### src/rtl/network_output_stage_pkg.sv
// Shared types and constants for the network output stage.
// Provides the default lane geometry, the lane type, counter ceilings
// and a lane-extract helper for the default packed-vector layout.
package network_pkg;

    localparam int W_DEF     = 16;
    localparam int D_DEF     = 8;
    localparam int SEL_W_DEF = $clog2(D_DEF);

    typedef logic signed [W_DEF-1:0] lane_t;

    localparam logic [3:0] MISS_CNT_MAX = 4'd15;
    localparam logic [7:0] OVERRUN_MAX  = 8'd255;

    // Lane k occupies the k-th W-bit slot counted from the MSB end.
    // Out-of-range indices fall back to lane 0.
    function automatic lane_t lane_extract(input logic [D_DEF*W_DEF-1:0] vec,
                                           input logic [SEL_W_DEF-1:0]   idx);
        int unsigned i;
        i = 32'(idx);
        if (i >= D_DEF) begin
            i = 0;
        end
        return vec[(D_DEF-1-i)*W_DEF +: W_DEF];
    endfunction

endpackage

### src/rtl/network_output_stage_if.sv
// Bus between the final conv layer / codec side and the output stage.
// master: the environment driving results and sample clock.
// slave: the output stage itself.
interface network_output_stage_if #(
    parameter int W = 16,
    parameter int D = 8
);
    localparam int SEL_W = $clog2(D);

    logic                   sample_clk;
    logic [D*W-1:0]         in_packed;
    logic                   in_v;
    logic [4*SEL_W-1:0]     ch_sel;
    logic signed [W-1:0]    sample_out0;
    logic signed [W-1:0]    sample_out1;
    logic signed [W-1:0]    sample_out2;
    logic signed [W-1:0]    sample_out3;
    logic                   stale;
    logic [7:0]             overrun_count;

    modport master (
        output sample_clk, in_packed, in_v, ch_sel,
        input  sample_out0, sample_out1, sample_out2, sample_out3,
        input  stale, overrun_count
    );

    modport slave (
        input  sample_clk, in_packed, in_v, ch_sel,
        output sample_out0, sample_out1, sample_out2, sample_out3,
        output stale, overrun_count
    );

endinterface

### src/rtl/network_output_stage_sat_shl.sv
// Combinational saturating arithmetic left shift of one signed sample.
// The shift is done at full precision and clamped to the W-bit range.
module sat_shl #(
    parameter int W     = 16,
    parameter int SHIFT = 2
) (
    input  logic signed [W-1:0] din,
    output logic signed [W-1:0] dout
);

    localparam logic signed [W-1:0] MAX_V = {1'b0, {(W-1){1'b1}}};
    localparam logic signed [W-1:0] MIN_V = {1'b1, {(W-1){1'b0}}};

    // Overflow shows up as the bits above the W-bit sign not all matching it.
    function automatic logic signed [W-1:0] sat_shift(input logic signed [W-1:0] x);
        logic signed [W+SHIFT-1:0] wide;
        logic [SHIFT:0]            upper;
        wide  = x;
        wide  = wide <<< SHIFT;
        upper = wide[W+SHIFT-1 -: SHIFT+1];
        if ((&upper) || (~|upper)) begin
            return wide[W-1:0];
        end
        return wide[W+SHIFT-1] ? MIN_V : MAX_V;
    endfunction

    // Pure combinational clamp, no state.
    always_comb begin
        dout = sat_shift(din);
    end

endmodule

### src/rtl/network_output_stage.sv
// Output stage of the network: picks four lanes of the final conv result,
// undoes input pre-scaling with a saturating shift, holds the result in a
// pending buffer and releases it on the next sample_clk rising edge.
// Missed periods are counted and the outputs are muted after a run of them.
// Optional build macro OUTPUT_SMOOTH_EN: one-pole smoothing (alpha 1/4)
// applied at each transfer instead of a direct copy.
module network_output_stage
    import network_pkg::*;
#(
    parameter int W          = network_pkg::W_DEF,
    parameter int D          = network_pkg::D_DEF,
    parameter int SHIFT      = 2,
    parameter int MISS_LIMIT = 4
) (
    input  logic                    clk,
    input  logic                    rst,
    network_output_stage_if.slave   bus
);

    localparam int SEL_W = $clog2(D);
    localparam logic [3:0] LIMIT4 = 4'(MISS_LIMIT);

    typedef logic signed [W-1:0] samp_t;
    typedef enum logic { CAPTURE_OPEN = 1'b0, CAPTURE_DONE = 1'b1 } cap_state_t;

    cap_state_t state_q, state_d;
    logic       capture_en;
    logic       prev_sample_clk;
    logic       edge_det;
    logic       pending_full;
    logic [3:0] miss_cnt;
    logic [3:0] miss_inc;
    logic [7:0] overrun_cnt;
    logic [7:0] overrun_inc;
    logic       stale_q;

    samp_t lane_sel   [4];
    samp_t sat_v      [4];
    samp_t pending_p0 [4];
    samp_t out_p1     [4];

`ifdef OUTPUT_SMOOTH_EN
    localparam samp_t MAX_V = {1'b0, {(W-1){1'b1}}};
    localparam samp_t MIN_V = {1'b1, {(W-1){1'b0}}};

    function automatic samp_t sat_w1(input logic signed [W:0] s);
        if (s[W] != s[W-1]) begin
            return s[W] ? MIN_V : MAX_V;
        end
        return s[W-1:0];
    endfunction

    function automatic samp_t smooth(input samp_t y, input samp_t p);
        logic signed [W:0] y_e, p_e, d, s;
        y_e = y;
        p_e = p;
        d   = p_e - y_e;
        s   = y_e + (d >>> 2);
        return sat_w1(s);
    endfunction
`endif

    assign edge_det    = bus.sample_clk & ~prev_sample_clk;
    assign miss_inc    = (miss_cnt == MISS_CNT_MAX) ? miss_cnt : miss_cnt + 4'd1;
    assign overrun_inc = (overrun_cnt == OVERRUN_MAX) ? overrun_cnt : overrun_cnt + 8'd1;

    // Lane selection: out0 index sits in the MSBs of ch_sel.
    generate
        if (W == W_DEF && D == D_DEF) begin : g_sel_pkg
            always_comb begin
                for (int k = 0; k < 4; k++) begin
                    lane_sel[k] = lane_extract(bus.in_packed, bus.ch_sel[(3-k)*SEL_W +: SEL_W]);
                end
            end
        end else begin : g_sel_gen
            always_comb begin
                for (int k = 0; k < 4; k++) begin
                    int unsigned i;
                    i = 32'(bus.ch_sel[(3-k)*SEL_W +: SEL_W]);
                    if (i >= D) begin
                        i = 0;
                    end
                    lane_sel[k] = bus.in_packed[(D-1-i)*W +: W];
                end
            end
        end
    endgenerate

    for (genvar g = 0; g < 4; g++) begin : g_sat
        sat_shl #(.W(W), .SHIFT(SHIFT)) u_sat (
            .din  (lane_sel[g]),
            .dout (sat_v[g])
        );
    end

    // Capture FSM register: tracks whether this period already captured.
    always_ff @(posedge clk) begin
        if (rst) begin
            state_q <= CAPTURE_OPEN;
        end else begin
            state_q <= state_d;
        end
    end

    // Capture FSM next state; an edge opens the new period in the same cycle,
    // so a result arriving on the edge belongs to the new period.
    always_comb begin
        capture_en = 1'b0;
        state_d    = state_q;
        if (bus.in_v && (state_q == CAPTURE_OPEN || edge_det)) begin
            capture_en = 1'b1;
            state_d    = CAPTURE_DONE;
        end else if (edge_det) begin
            state_d    = CAPTURE_OPEN;
        end
    end

    // Stage p0: pending buffer of saturated lane values.
    always_ff @(posedge clk) begin
        if (capture_en) begin
            for (int k = 0; k < 4; k++) begin
                pending_p0[k] <= sat_v[k];
            end
        end
    end

    // Stage p1: transfer on sample edge, miss accounting and muting.
    always_ff @(posedge clk) begin
        if (rst) begin
            prev_sample_clk <= 1'b0;
            pending_full    <= 1'b0;
            miss_cnt        <= '0;
            overrun_cnt     <= '0;
            stale_q         <= 1'b0;
            for (int k = 0; k < 4; k++) begin
                out_p1[k] <= '0;
            end
        end else begin
            prev_sample_clk <= bus.sample_clk;
            if (edge_det) begin
                if (pending_full) begin
                    for (int k = 0; k < 4; k++) begin
`ifdef OUTPUT_SMOOTH_EN
                        out_p1[k] <= smooth(out_p1[k], pending_p0[k]);
`else
                        out_p1[k] <= pending_p0[k];
`endif
                    end
                    miss_cnt     <= '0;
                    stale_q      <= 1'b0;
                    pending_full <= 1'b0;
                end else begin
                    miss_cnt    <= miss_inc;
                    overrun_cnt <= overrun_inc;
                    if (miss_inc >= LIMIT4) begin
                        for (int k = 0; k < 4; k++) begin
                            out_p1[k] <= '0;
                        end
                        stale_q <= 1'b1;
                    end
                end
            end
            if (capture_en) begin
                pending_full <= 1'b1;
            end
        end
    end

    assign bus.sample_out0   = out_p1[0];
    assign bus.sample_out1   = out_p1[1];
    assign bus.sample_out2   = out_p1[2];
    assign bus.sample_out3   = out_p1[3];
    assign bus.stale         = stale_q;
    assign bus.overrun_count = overrun_cnt;

endmodule

### src/flat_wrapper.sv
// flat-port wrapper written by rule: the top's interface ports become plain ports
module network_output_stage_flat import network_pkg::*;
#(
    parameter int W          = network_pkg::W_DEF,
    parameter int D          = network_pkg::D_DEF,
    parameter int SHIFT      = 2,
    parameter int MISS_LIMIT = 4
)
  (clk, rst, bus_sample_clk, bus_in_packed, bus_in_v, bus_ch_sel, bus_sample_out0, bus_sample_out1, bus_sample_out2, bus_sample_out3, bus_stale, bus_overrun_count);
  network_output_stage_if #(.W(W), .D(D)) bus_i ();
  input  logic clk;
  input  logic rst;
  input wire logic [$bits(bus_i.sample_clk)-1:0] bus_sample_clk;
  input wire logic [$bits(bus_i.in_packed)-1:0] bus_in_packed;
  input wire logic [$bits(bus_i.in_v)-1:0] bus_in_v;
  input wire logic [$bits(bus_i.ch_sel)-1:0] bus_ch_sel;
  output wire logic [$bits(bus_i.sample_out0)-1:0] bus_sample_out0;
  output wire logic [$bits(bus_i.sample_out1)-1:0] bus_sample_out1;
  output wire logic [$bits(bus_i.sample_out2)-1:0] bus_sample_out2;
  output wire logic [$bits(bus_i.sample_out3)-1:0] bus_sample_out3;
  output wire logic [$bits(bus_i.stale)-1:0] bus_stale;
  output wire logic [$bits(bus_i.overrun_count)-1:0] bus_overrun_count;
  assign bus_i.sample_clk = bus_sample_clk;
  assign bus_i.in_packed = bus_in_packed;
  assign bus_i.in_v = bus_in_v;
  assign bus_i.ch_sel = bus_ch_sel;
  assign bus_sample_out0 = bus_i.sample_out0;
  assign bus_sample_out1 = bus_i.sample_out1;
  assign bus_sample_out2 = bus_i.sample_out2;
  assign bus_sample_out3 = bus_i.sample_out3;
  assign bus_stale = bus_i.stale;
  assign bus_overrun_count = bus_i.overrun_count;
  network_output_stage #(.W(W), .D(D), .SHIFT(SHIFT), .MISS_LIMIT(MISS_LIMIT)) u_core (.clk(clk), .rst(rst), .bus(bus_i));
endmodule
### config.mk
export PLATFORM = sky130hd
export DESIGN_NAME = network_output_stage_flat
export DESIGN_NICKNAME = d
export VERILOG_FILES = /design/src/rtl/network_output_stage_pkg.sv /design/src/rtl/network_output_stage_if.sv /design/src/rtl/network_output_stage_sat_shl.sv /design/src/rtl/network_output_stage.sv /design/src/flat_wrapper.sv
export SDC_FILE = /design/constraint.sdc
export NUM_CORES = 1
export LEC_CHECK = 0
export CORE_ASPECT_RATIO = 0.6
export CORE_UTILIZATION = 65
export DETAILED_ROUTE_END_ITERATION = 6
export DONT_BUFFER_PORTS = 1
export HOLD_SLACK_MARGIN = 0.15
export PLACE_DENSITY = 0.81
export SLEW_MARGIN = 15
export SYNTH_ARGS = -nofsm -noshare
export SYNTH_HDL_FRONTEND = slang
export SYNTH_SLANG_ARGS = --single-unit
### constraint.sdc
create_clock -name clk -period 15.9 [get_ports clk]
set_input_delay 1.59 -clock clk [delete_from_list [all_inputs] [get_ports clk]]
set_output_delay 1.59 -clock clk [all_outputs]
set_load 0.05 [all_outputs]
==> results of run 1 <==
-- cell usage in the layout, fill, tap and decap left out, drive strengths merged, types with 2 or more instances in the layout --
cell type | synthesis | layout
mux2i | 57 | 57
xnor2 | 6 | 6
nand3 | 5 | 5
buf | 36 | 2
clkinv | 0 | 6
ha | 2 | 2
a31oi | 2 | 2
a21oi | 8 | 8
nor2 | 40 | 40
nand2 | 7 | 7
mux2 | 9 | 9
edfxtp | 90 | 90
a2111oi | 2 | 2
a22oi | 30 | 30
dfxtp | 45 | 45
nor2b | 3 | 3
and2 | 31 | 31
inv | 12 | 12
clkbuf | 28 | 22
clkinvlp | 0 | 3
a211oi | 3 | 3
o21ai | 57 | 57
a21boi | 2 | 2
nor3 | 2 | 2
mux4 | 128 | 128
and3 | 4 | 4
-- stage by stage --
step	worst slack [ns]	total power [mW]	util
floorplan	9.27	0.608	-
global placement	12.31	0.615	0.673
detailed placement	12.24	0.620	0.673
CTS	12.68	0.966	0.713
global route	12.61	0.995	0.713
finish	12.65	0.968	0.713
-- kinds of logic (layout without fill, tap and decap cells) --
| group | after synthesis | in the layout | synth area share |
|---|---|---|---|
| other | 0 | 1 | 0 |
| and+or+nand+nor | 96 | 96 | 0.0531 |
| muxes | 194 | 194 | 0.402 |
| xor gates and xnor gates | 6 | 6 | 0.00581 |
| adders and majority gates | 2 | 2 | 0.00277 |
| buffers and inverters | 76 | 46 | 0.0478 |
| AOI/OAI and AO/OA | 109 | 109 | 0.0901 |
| DFF | 135 | 135 | 0.399 |
-- flip-flops by register name, summed over array words and instances (netlist names) --
name                      flops
u_core.pending_p0            60
u_core.bus.stale              1
u_core.miss_cnt               4
u_core.out_p1                60
u_core.bus.overrun_count      8
u_core.state_q                1
u_core.prev_sample_clk        1
-- tightest hold or removal path, stage by stage (launching register included) --
cell and delay, ns:
edfxtp_1 0.32, a22oi_1 0.06, nor2_1 0.07
-- metal layers --
layer | up-vias | wire (um)
li1 | 2446 | -
met1 | 2937 | 8920
met2 | 487 | 10800
met3 | 46 | 3780
met4 | 0 | 466
met5 | - | 0
-- power breakdown --
group          internal, mW  switching (mW)  total (mW)
Clock                 0.212           0.138       0.351
Sequential            0.413          0.0447       0.458
Combinational        0.0836          0.0759       0.159
Total                 0.709           0.259       0.968
-- layout make-up --
type / instances / area, um^2
tap: 170 / 213
inverter: 12 / 45.0
antenna: 1 / 2.50
fill: 849 / 3790
timing repair buffer: 2 / 15.0
clock inverter: 10 / 81.3
multi-input combinational: 407 / 5020
sequential: 135 / 3600
clock buffer: 22 / 444
-- how the worst min path moves through the flow --
stage                                   startpoint                    to  slack (ns)
after CTS                 u_core.pending_p0[3][13]  u_core.out_p1[3][13]        0.49
after global placement     u_core.pending_p0[0][1]   u_core.out_p1[0][1]        0.47
after global routing       u_core.pending_p0[3][5]   u_core.out_p1[3][5]        0.50
final                     u_core.pending_p0[3][13]  u_core.out_p1[3][13]        0.49
after floorplan                 u_core.miss_cnt[1]    u_core.miss_cnt[1]        0.46
after detailed placement  u_core.pending_p0[3][13]  u_core.out_p1[3][13]        0.47
==> impl_metrics.env, run 1 <==
export IMPL_outcome="complete, no violations"
export IMPL_drive_gt1_frac=0.330
export IMPL_place_inst=726
export IMPL_worstPathRequired_ns=16.00
export IMPL_synth_most_common_cell="mux4_2"
export IMPL_worst_r2r_path_depth=5
export IMPL_groute_layer_met1_usage=0.463
export IMPL_startpoint_type="input pin"
export IMPL_fin_worst_hold_slack_ns=0.488
export IMPL_cts_path_max_buffers=2
export IMPL_final_setup_skew_ns=0.00737
export IMPL_setup_viol_count_final=0
export IMPL_syn_instance_count=618
export IMPL_drt_pass1_iter_count=6
export IMPL_cts_root_buffer="clkbuf_16"
export IMPL_path_max_fanout=32
export IMPL_crit_path_largest_cell_delay_ns=0.62
export IMPL_synth_cell_area_mm2=0.00904
export IMPL_syn_to_final_growth_pct=4.26
export IMPL_inserted_clock_buffers=17
export IMPL_antenna_found_initial=0
export IMPL_critical_path_reg2reg_startpoint="u_core.miss_cnt[0]"
export IMPL_holdPathStages=2
export IMPL_critPathCapture="u_core.pending_p0[1][3]"
export IMPL_route_final_wire_length_mm=24.0
export IMPL_startpoint="bus_ch_sel[6]"
export IMPL_ioPinCount=217
export IMPL_rsz0062_at_grt="no"
export IMPL_antenna_left=0
export IMPL_post_cts_buffers=0
export IMPL_netlist_top_cell_by_area="edfxtp_1"
export IMPL_global_route_wire_length_before_repair_mm=35.6
export IMPL_row_count=32
export IMPL_critical_path_depth=4
export IMPL_cts_repair_resize_count=0
export IMPL_peakVddDrop_mv=0.0735
export IMPL_placed_area_mm2=0.00890
export IMPL_post_detailed_route_wirelength_per_cell_um=31.6
export IMPL_gr_usage_met2=0.515
export IMPL_gp_congestion=0.856
export IMPL_setup_reg_to_reg_worst_slack_ns=13.79
export IMPL_worstPathCellList="mux4_1 > mux2_2 > a21oi_2 > o21ai_0"
export IMPL_synth_distinct_cells=45
export IMPL_setup_worst_path_end_class="flop"
export IMPL_globalRouteMet3Util=0.178
export IMPL_grt_usage=0.351
export IMPL_cts_hold_buffers_added=0
export IMPL_critPathBufInv=0
export IMPL_final_instance_count_excl_fill=759
export IMPL_crit_reg2reg_capture="u_core.out_p1[2][12]"
export IMPL_ys_ff_latch=135
export IMPL_maxSlewHeadroom=0.324
export IMPL_drt_iter0_markers=693
export IMPL_die_width_um=154
export IMPL_core_region_area_mm2=0.0132
export IMPL_netlist_top_cells_count="mux4_2, edfxtp_1, mux2i_1, dfxtp_1, nor2_1"
export IMPL_criticalPathCategory="input pin to flop"
export IMPL_post_synth_cell_area_avg_um2=14.6
export IMPL_grt_max_degree=61
export IMPL_ys_top_cells_by_area="edfxtp_1, mux4_2, dfxtp_1, mux2i_1, mux4_1"
export IMPL_place_hpwl_mm=17.4
export IMPL_power_static_leakage_nw=3.28
export IMPL_setup_tns_ns=0
export IMPL_most_instantiated_flip_flop_cell_in_the_synthesis_netlist="edfxtp_1"
export IMPL_top_usage_layer="met2"
export IMPL_fp_dieArea_mm2=0.0144
export IMPL_initial_utilization=0.684
export IMPL_ys_warns=0
export IMPL_ys_seq_area_frac=0.399
export IMPL_drcViolationCount=0
export IMPL_synth_top_area_frac=0.299
export IMPL_port_buffer_count=0
export IMPL_grt_ovfl_total=0
export IMPL_clock_sinks=135
export IMPL_final_max_slew_violation_count=0
export IMPL_critical_path_slowest_cell="a21oi_2"
export IMPL_die_h_um=93.4
export IMPL_worst_min_path_class="flop to flop"
export IMPL_via_count=5916
export IMPL_worstPathArrival_ns=3.35
export IMPL_async_flop_share=0
export IMPL_mappedNetlistNets=764
export IMPL_hold_violations=0
export IMPL_clk_pin_slew_ns=0.06
export IMPL_timing_final_crit_period_ns=3.25
export IMPL_timing_fmax_mhz=308
export IMPL_final_design_area_no_fill_mm2=0.00943
export IMPL_cts_tree="yes"
export IMPL_cap_violations=0
export IMPL_layout_worst_path_cycle_share=0.205
export IMPL_synth_enable_flop_cells=90
export IMPL_worstSkewPairLatency_ns=0.42
export IMPL_power_density_cell_area_mw_per_mm2=103
export IMPL_routed_via_density=7.79
export IMPL_via_count_of_the_first_global_routing_pass=5775
export IMPL_worst_slew_pin_slew_ns=1.01
export IMPL_cp_top_family="multiplexers"
export IMPL_htree_num_levels=4
export IMPL_fin_nets=721
Note: power is estimated with default switching activity, not from simulation.
==> run 2, diff against run 1 <==
==> constraint.sdc (replaced) <==
create_clock -name clk -period 3.1 [get_ports clk]
set_input_delay 0.31 -clock clk [delete_from_list [all_inputs] [get_ports clk]]
set_output_delay 0.31 -clock clk [all_outputs]
set_load 0.05 [all_outputs]
==> impl_metrics.env, run 2 (synthesis results as in run 1) <==
export IMPL_cts_repair_resize_count=0
export IMPL_power_share_switching=0.270
export IMPL_via_count_of_the_first_global_routing_pass=5829
export IMPL_net_switching_power_figure_mw=1.38
export IMPL_via_count=5977
export IMPL_clk_pin_slew_ns=0.06
export IMPL_worstPathArrival_ns=2.52
export IMPL_setup_viol_count_final=0
export IMPL_cts_root_buffer="clkbuf_16"
export IMPL_cap_violations=0
export IMPL_drt_iter0_markers=607
export IMPL_maxSlewHeadroom=0.341
export IMPL_die_width_um=154
export IMPL_place_inst=732
export IMPL_startpoint_type="flop"
export IMPL_final_setup_skew_ns=0.00770
export IMPL_hold_violations=0
export IMPL_peakVddDrop_mv=0.502
export IMPL_ioPinCount=217
export IMPL_fin_nets=732
export IMPL_die_h_um=93.4
export IMPL_p_total_mw=5.11
export IMPL_worst_min_path_class="input pin to flop"
export IMPL_layout_worst_path_cycle_share=0.704
export IMPL_rsz0062_at_grt="no"
export IMPL_timing_fmax_mhz=458
export IMPL_global_route_wire_length_before_repair_mm=35.4
export IMPL_antenna_left=0
export IMPL_place_hpwl_mm=17.3
export IMPL_fin_worst_hold_slack_ns=0.181
export IMPL_cp_top_family="simple AND/OR/NAND/NOR gates"
export IMPL_setup_worst_path_end_class="flop"
export IMPL_drive_gt1_frac=0.341
export IMPL_port_buffer_count=0
export IMPL_criticalPathCategory="flop to flop"
export IMPL_drt_pass1_iter_count=7
export IMPL_worst_slew_pin_slew_ns=0.987
export IMPL_route_final_wire_length_mm=24.1
export IMPL_worstSkewPairLatency_ns=0.42
export IMPL_drcViolationCount=0
export IMPL_initial_utilization=0.684
export IMPL_worstPathCellList="nor2b_1 > and3_2 > buf_4 > a22oi_1 > nor2_1"
export IMPL_timing_final_crit_period_ns=2.18
export IMPL_grt_max_degree=61
export IMPL_met1_length_mm=8.84
export IMPL_critical_path_slowest_cell="and3_2"
export IMPL_fp_dieArea_mm2=0.0144
export IMPL_outcome="complete, no violations"
export IMPL_gp_congestion=0.922
export IMPL_final_instance_count_excl_fill=769
export IMPL_antenna_found_initial=1
export IMPL_cts_tree="yes"
export IMPL_met3RoutedLength_mm=3.88
export IMPL_commonest_non_fill_non_tap_cell_in_the_layout="mux4_2"
export IMPL_routed_via_density=7.77
export IMPL_grt_usage=0.348
export IMPL_share_seq_of_total_power=0.460
export IMPL_inserted_clock_buffers=17
export IMPL_power_density_cell_area_mw_per_mm2=535
export IMPL_power_static_leakage_nw=3.36
export IMPL_worstPathRequired_ns=3.44
export IMPL_cts_path_max_buffers=2
export IMPL_clock_sinks=135
export IMPL_met2WireLength_mm=10.8
export IMPL_htree_num_levels=4
export IMPL_row_count=32
export IMPL_power_report_internal_total_mw=3.73
export IMPL_routed_top_layer="met5"
export IMPL_critPathBufInv=1
export IMPL_antenna_cells=0
export IMPL_share_comb_of_total_power=0.164
export IMPL_path_max_fanout=44
export IMPL_post_detailed_route_wirelength_per_cell_um=31.3
export IMPL_crit_path_largest_cell_delay_ns=0.73
export IMPL_syn_to_final_growth_pct=5.67
export IMPL_core_region_area_mm2=0.0132
export IMPL_grt_ovfl_total=0
export IMPL_setup_tns_ns=0
export IMPL_final_max_slew_violation_count=0
export IMPL_clock_power_share=0.376
export IMPL_layout_cells_most_common_list="mux4_2, edfxtp_1, mux2i_1, dfxtp_1, nor2_1"
run 2: cell types whose count changed in the layout (fill, tap and decap cells not counted):
cell	before	now
clkinvlp_4	3	2
clkbuf_1	5	0
clkinv_2	1	3
dlygate4sd3_1	0	5
clkinv_4	1	2
inv_6	0	1
bufinv_16	1	2
diode_2	1	0
buf_4	2	8
clkinv_1	4	5
run 2: cell type report:
cell class,count,area (um^2)
Sequential cell,135,3600
Timing Repair Buffer,13,110
Clock inverter,15,135
Tap cell,170,213
Fill cell,838,3660
Inverter,12,45.0
Clock buffer,17,425
Multi-Input combinational cell,407,5020
run 2: power by group through the flow:
stage / registers (mW) / logic (mW) / clock network, mW
finish: 2.35 / 0.839 / 1.92
floorplan: 2.34 / 0.771 / 0
global route: 2.36 / 0.879 / 1.99
CTS: 2.35 / 0.822 / 1.92
global placement: 2.38 / 0.788 / 0
detailed placement: 2.38 / 0.808 / 0
run 2: worst paths after layout:
path                                start                       end  slack, ns  cells past startpoint
setup / recovery   u_core.prev_sample_clk       u_core.out_p1[0][7]       0.92                      5
hold / removal              bus_ch_sel[8]  u_core.pending_p0[1][15]       0.18                      2
setup reg to reg   u_core.prev_sample_clk       u_core.out_p1[0][7]       0.92                      5
hold reg to reg   u_core.pending_p0[3][5]       u_core.out_p1[3][5]       0.49                      2
run 2: per-layer routing:
layer  vias up  GRT usage
li1       2460          -
met1      3005      0.466
met2       461      0.504
met3        49      0.174
met4         2     0.0942
met5         -          0
run 2: through the flow:
stage,instance area [um^2],worst slack [ns],utilization
after floorplan,9040,0.454,-
after global placement,8940,0.893,0.677
after detailed placement,8940,0.824,0.677
after CTS,9550,0.942,0.723
after global routing,9550,0.710,0.723
final,9550,0.919,0.723
run 2: repair_timing:
item | CTS | global route
hold endpoints to repair | 14 | 0
buffers inserted | 0 | 0
hold buffers | 5 | 0
==> run 3, diff against run 2 <==
--- a/config.mk
+++ b/config.mk
@@ -6,11 +6,11 @@
 export NUM_CORES = 1
 export LEC_CHECK = 0
 export CORE_ASPECT_RATIO = 0.6
-export CORE_UTILIZATION = 65
+export CORE_UTILIZATION = 59
 export DETAILED_ROUTE_END_ITERATION = 6
 export DONT_BUFFER_PORTS = 1
 export HOLD_SLACK_MARGIN = 0.15
-export PLACE_DENSITY = 0.81
+export PLACE_DENSITY = 0.78
 export SLEW_MARGIN = 15
 export SYNTH_ARGS = -nofsm -noshare
 export SYNTH_HDL_FRONTEND = slang
==> constraint.sdc (replaced) <==
create_clock -name clk -period 1.9 [get_ports clk]
set_input_delay 0.19 -clock clk [delete_from_list [all_inputs] [get_ports clk]]
set_output_delay 0.19 -clock clk [all_outputs]
set_load 0.05 [all_outputs]
==> impl_metrics.env, run 3 (synthesis results as in run 1) <==
export IMPL_setup_worst_path_end_class="flop"
export IMPL_grt_ovfl_total=0
export IMPL_peakVddDrop_mv=0.729
export IMPL_critPathBufInv=2
export IMPL_global_route_wire_length_before_repair_mm=37.9
export IMPL_htree_num_levels=4
export IMPL_path_max_fanout=13
export IMPL_critical_path_slowest_cell="dlygate4sd3_1"
export IMPL_worstPathCellList="dlygate4sd3_1 > mux2i_4 > a21oi_2 > buf_12 > o21ai_0"
export IMPL_outcome="complete, no violations"
export IMPL_syn_to_final_growth_pct=12.2
export IMPL_p_total_mw=8.52
export IMPL_layout_worst_path_cycle_share=0.992
export IMPL_ioPinCount=217
export IMPL_startpoint_type="input pin"
export IMPL_critical_path_reg2reg_startpoint="u_core.miss_cnt[0]"
export IMPL_clk_pin_slew_ns=0.06
export IMPL_power_density_cell_area_mw_per_mm2=840
export IMPL_maxSlewHeadroom=0.286
export IMPL_final_instance_count_excl_fill=850
export IMPL_cap_violations=0
export IMPL_drive_gt1_frac=0.388
export IMPL_core_region_area_mm2=0.0147
export IMPL_worstSkewPairLatency_ns=0.42
export IMPL_die_h_um=97.9
export IMPL_place_inst=807
export IMPL_setup_reg_to_reg_worst_slack_ns=0.08
export IMPL_routed_via_density=7.24
export IMPL_row_count=34
export IMPL_initial_utilization=0.614
export IMPL_final_core_util=0.689
export IMPL_drcViolationCount=0
export IMPL_fin_nets=785
export IMPL_rsz0062_at_grt="no"
export IMPL_inserted_clock_buffers=17
export IMPL_antenna_found_initial=1
export IMPL_crit_reg2reg_capture="u_core.out_p1[0][13]"
export IMPL_gp_congestion=0.843
export IMPL_place_hpwl_mm=17.9
export IMPL_route_final_wire_length_mm=25.0
export IMPL_worstPathArrival_ns=2.14
export IMPL_cts_tree="yes"
export IMPL_layout_cells_most_common_list="mux4_2, edfxtp_1, mux2i_1, buf_4, dfxtp_1"
export IMPL_cts_root_buffer="clkbuf_16"
export IMPL_worst_min_path_class="input pin to flop"
export IMPL_via_count_of_the_first_global_routing_pass=6207
export IMPL_grt_usage=0.331
export IMPL_final_setup_skew_ns=0.00888
export IMPL_fp_dieArea_mm2=0.0158
export IMPL_worst_r2r_path_depth=6
export IMPL_commonest_non_fill_non_tap_cell_in_the_layout="mux4_2"
export IMPL_timing_final_crit_period_ns=1.88
export IMPL_worstPathRequired_ns=2.15
export IMPL_port_buffer_count=0
export IMPL_hold_violations=0
export IMPL_timing_fmax_mhz=531
export IMPL_holdPathStages=2
export IMPL_cts_repair_resize_count=0
export IMPL_hold_end="u_core.pending_p0[0][4]"
export IMPL_crit_path_largest_cell_delay_ns=1.06
export IMPL_via_count=6150
export IMPL_clock_sinks=135
export IMPL_antenna_cells=0
export IMPL_criticalPathCategory="input pin to flop"
export IMPL_cp_top_family="buffers and inverters"
export IMPL_hold_start="bus_ch_sel[11]"
export IMPL_drt_pass1_iter_count=5
export IMPL_power_static_leakage_nw=3.69
export IMPL_post_detailed_route_wirelength_per_cell_um=29.5
export IMPL_grt_max_degree=61
export IMPL_die_width_um=162
export IMPL_post_cts_buffers=0
export IMPL_drt_iter0_markers=703
export IMPL_setup_viol_count_final=0
export IMPL_antenna_left=0
export IMPL_cts_path_max_buffers=2
export IMPL_final_max_slew_violation_count=0
export IMPL_worst_slew_pin_slew_ns=1.07
[run 3: cell types whose count changed in the layout (fill, tap and decap cells not counted), sizes merged]
cell	delta
buf	+47
bufinv	-1
clkbuf	+7
clkinv	-6
clkinvlp	-2
dlygate4sd3	+6
inv	+2
[run 3: layer usage]
| metal | vias to the layer above | part of all wire | GRT usage |
|---|---|---|---|
| li1 | 2576 | - | - |
| met5 | - | 0.00052 | 0 |
| met4 | 2 | 0.027 | 0.121 |
| met3 | 51 | 0.13 | 0.117 |
| met1 | 3092 | 0.39 | 0.462 |
| met2 | 429 | 0.46 | 0.483 |
[run 3: worst max-delay path by stage]
stage / start / cells past startpoint / endpoint
after floorplan: u_core.prev_sample_clk / 2 / u_core.pending_p0[0][10]
after global placement: bus_ch_sel[3] / 5 / u_core.pending_p0[2][9]
after detailed placement: bus_ch_sel[6] / 5 / u_core.pending_p0[1][2]
after CTS: bus_ch_sel[8] / 5 / u_core.pending_p0[1][2]
after global routing: bus_ch_sel[8] / 5 / u_core.pending_p0[1][4]
final: bus_ch_sel[8] / 5 / u_core.pending_p0[1][2]
[run 3: per-stage QoR]
| stage | TNS [ns] | cell area, um^2 | hold WS [ns] | worst slack, ns |
|---|---|---|---|---|
| floorplan | -2.54 | 9060 | 0.254 | -0.0423 |
| global placement | 0 | 9480 | 0.256 | 0.131 |
| detailed placement | 0 | 9480 | 0.263 | 0.0744 |
| CTS | 0 | 10100 | 0.152 | 0.0597 |
| global route | 0 | 10100 | 0.164 | 0.00964 |
| finish | 0 | 10100 | 0.158 | 0.0152 |
[run 3: what timing repair did]
item / 4_1_cts / 5_1_grt
endpoints found under the hold margin: 60 / 0
hold buffers: 11 / 0
endpoints found under the setup margin: 0 / 0
[run 3: cell type report]
cell class,count,area (um^2)
tap,198,248
fill,1020,4570
sequential,135,3600
timing repair buffer,66,661
clock buffer,24,493
multi-input combinational,407,5030
clock inverter,8,67.6
inverter,12,45.0
[run 3: power by group]
| group | internal (mW) | switching (mW) | total, mW | leakage (nW) |
|---|---|---|---|---|
| Clock | 1.94 | 1.18 | 3.12 | 0.282 |
| Sequential | 3.46 | 0.244 | 3.70 | 1.25 |
| Combinational | 0.876 | 0.824 | 1.70 | 2.16 |
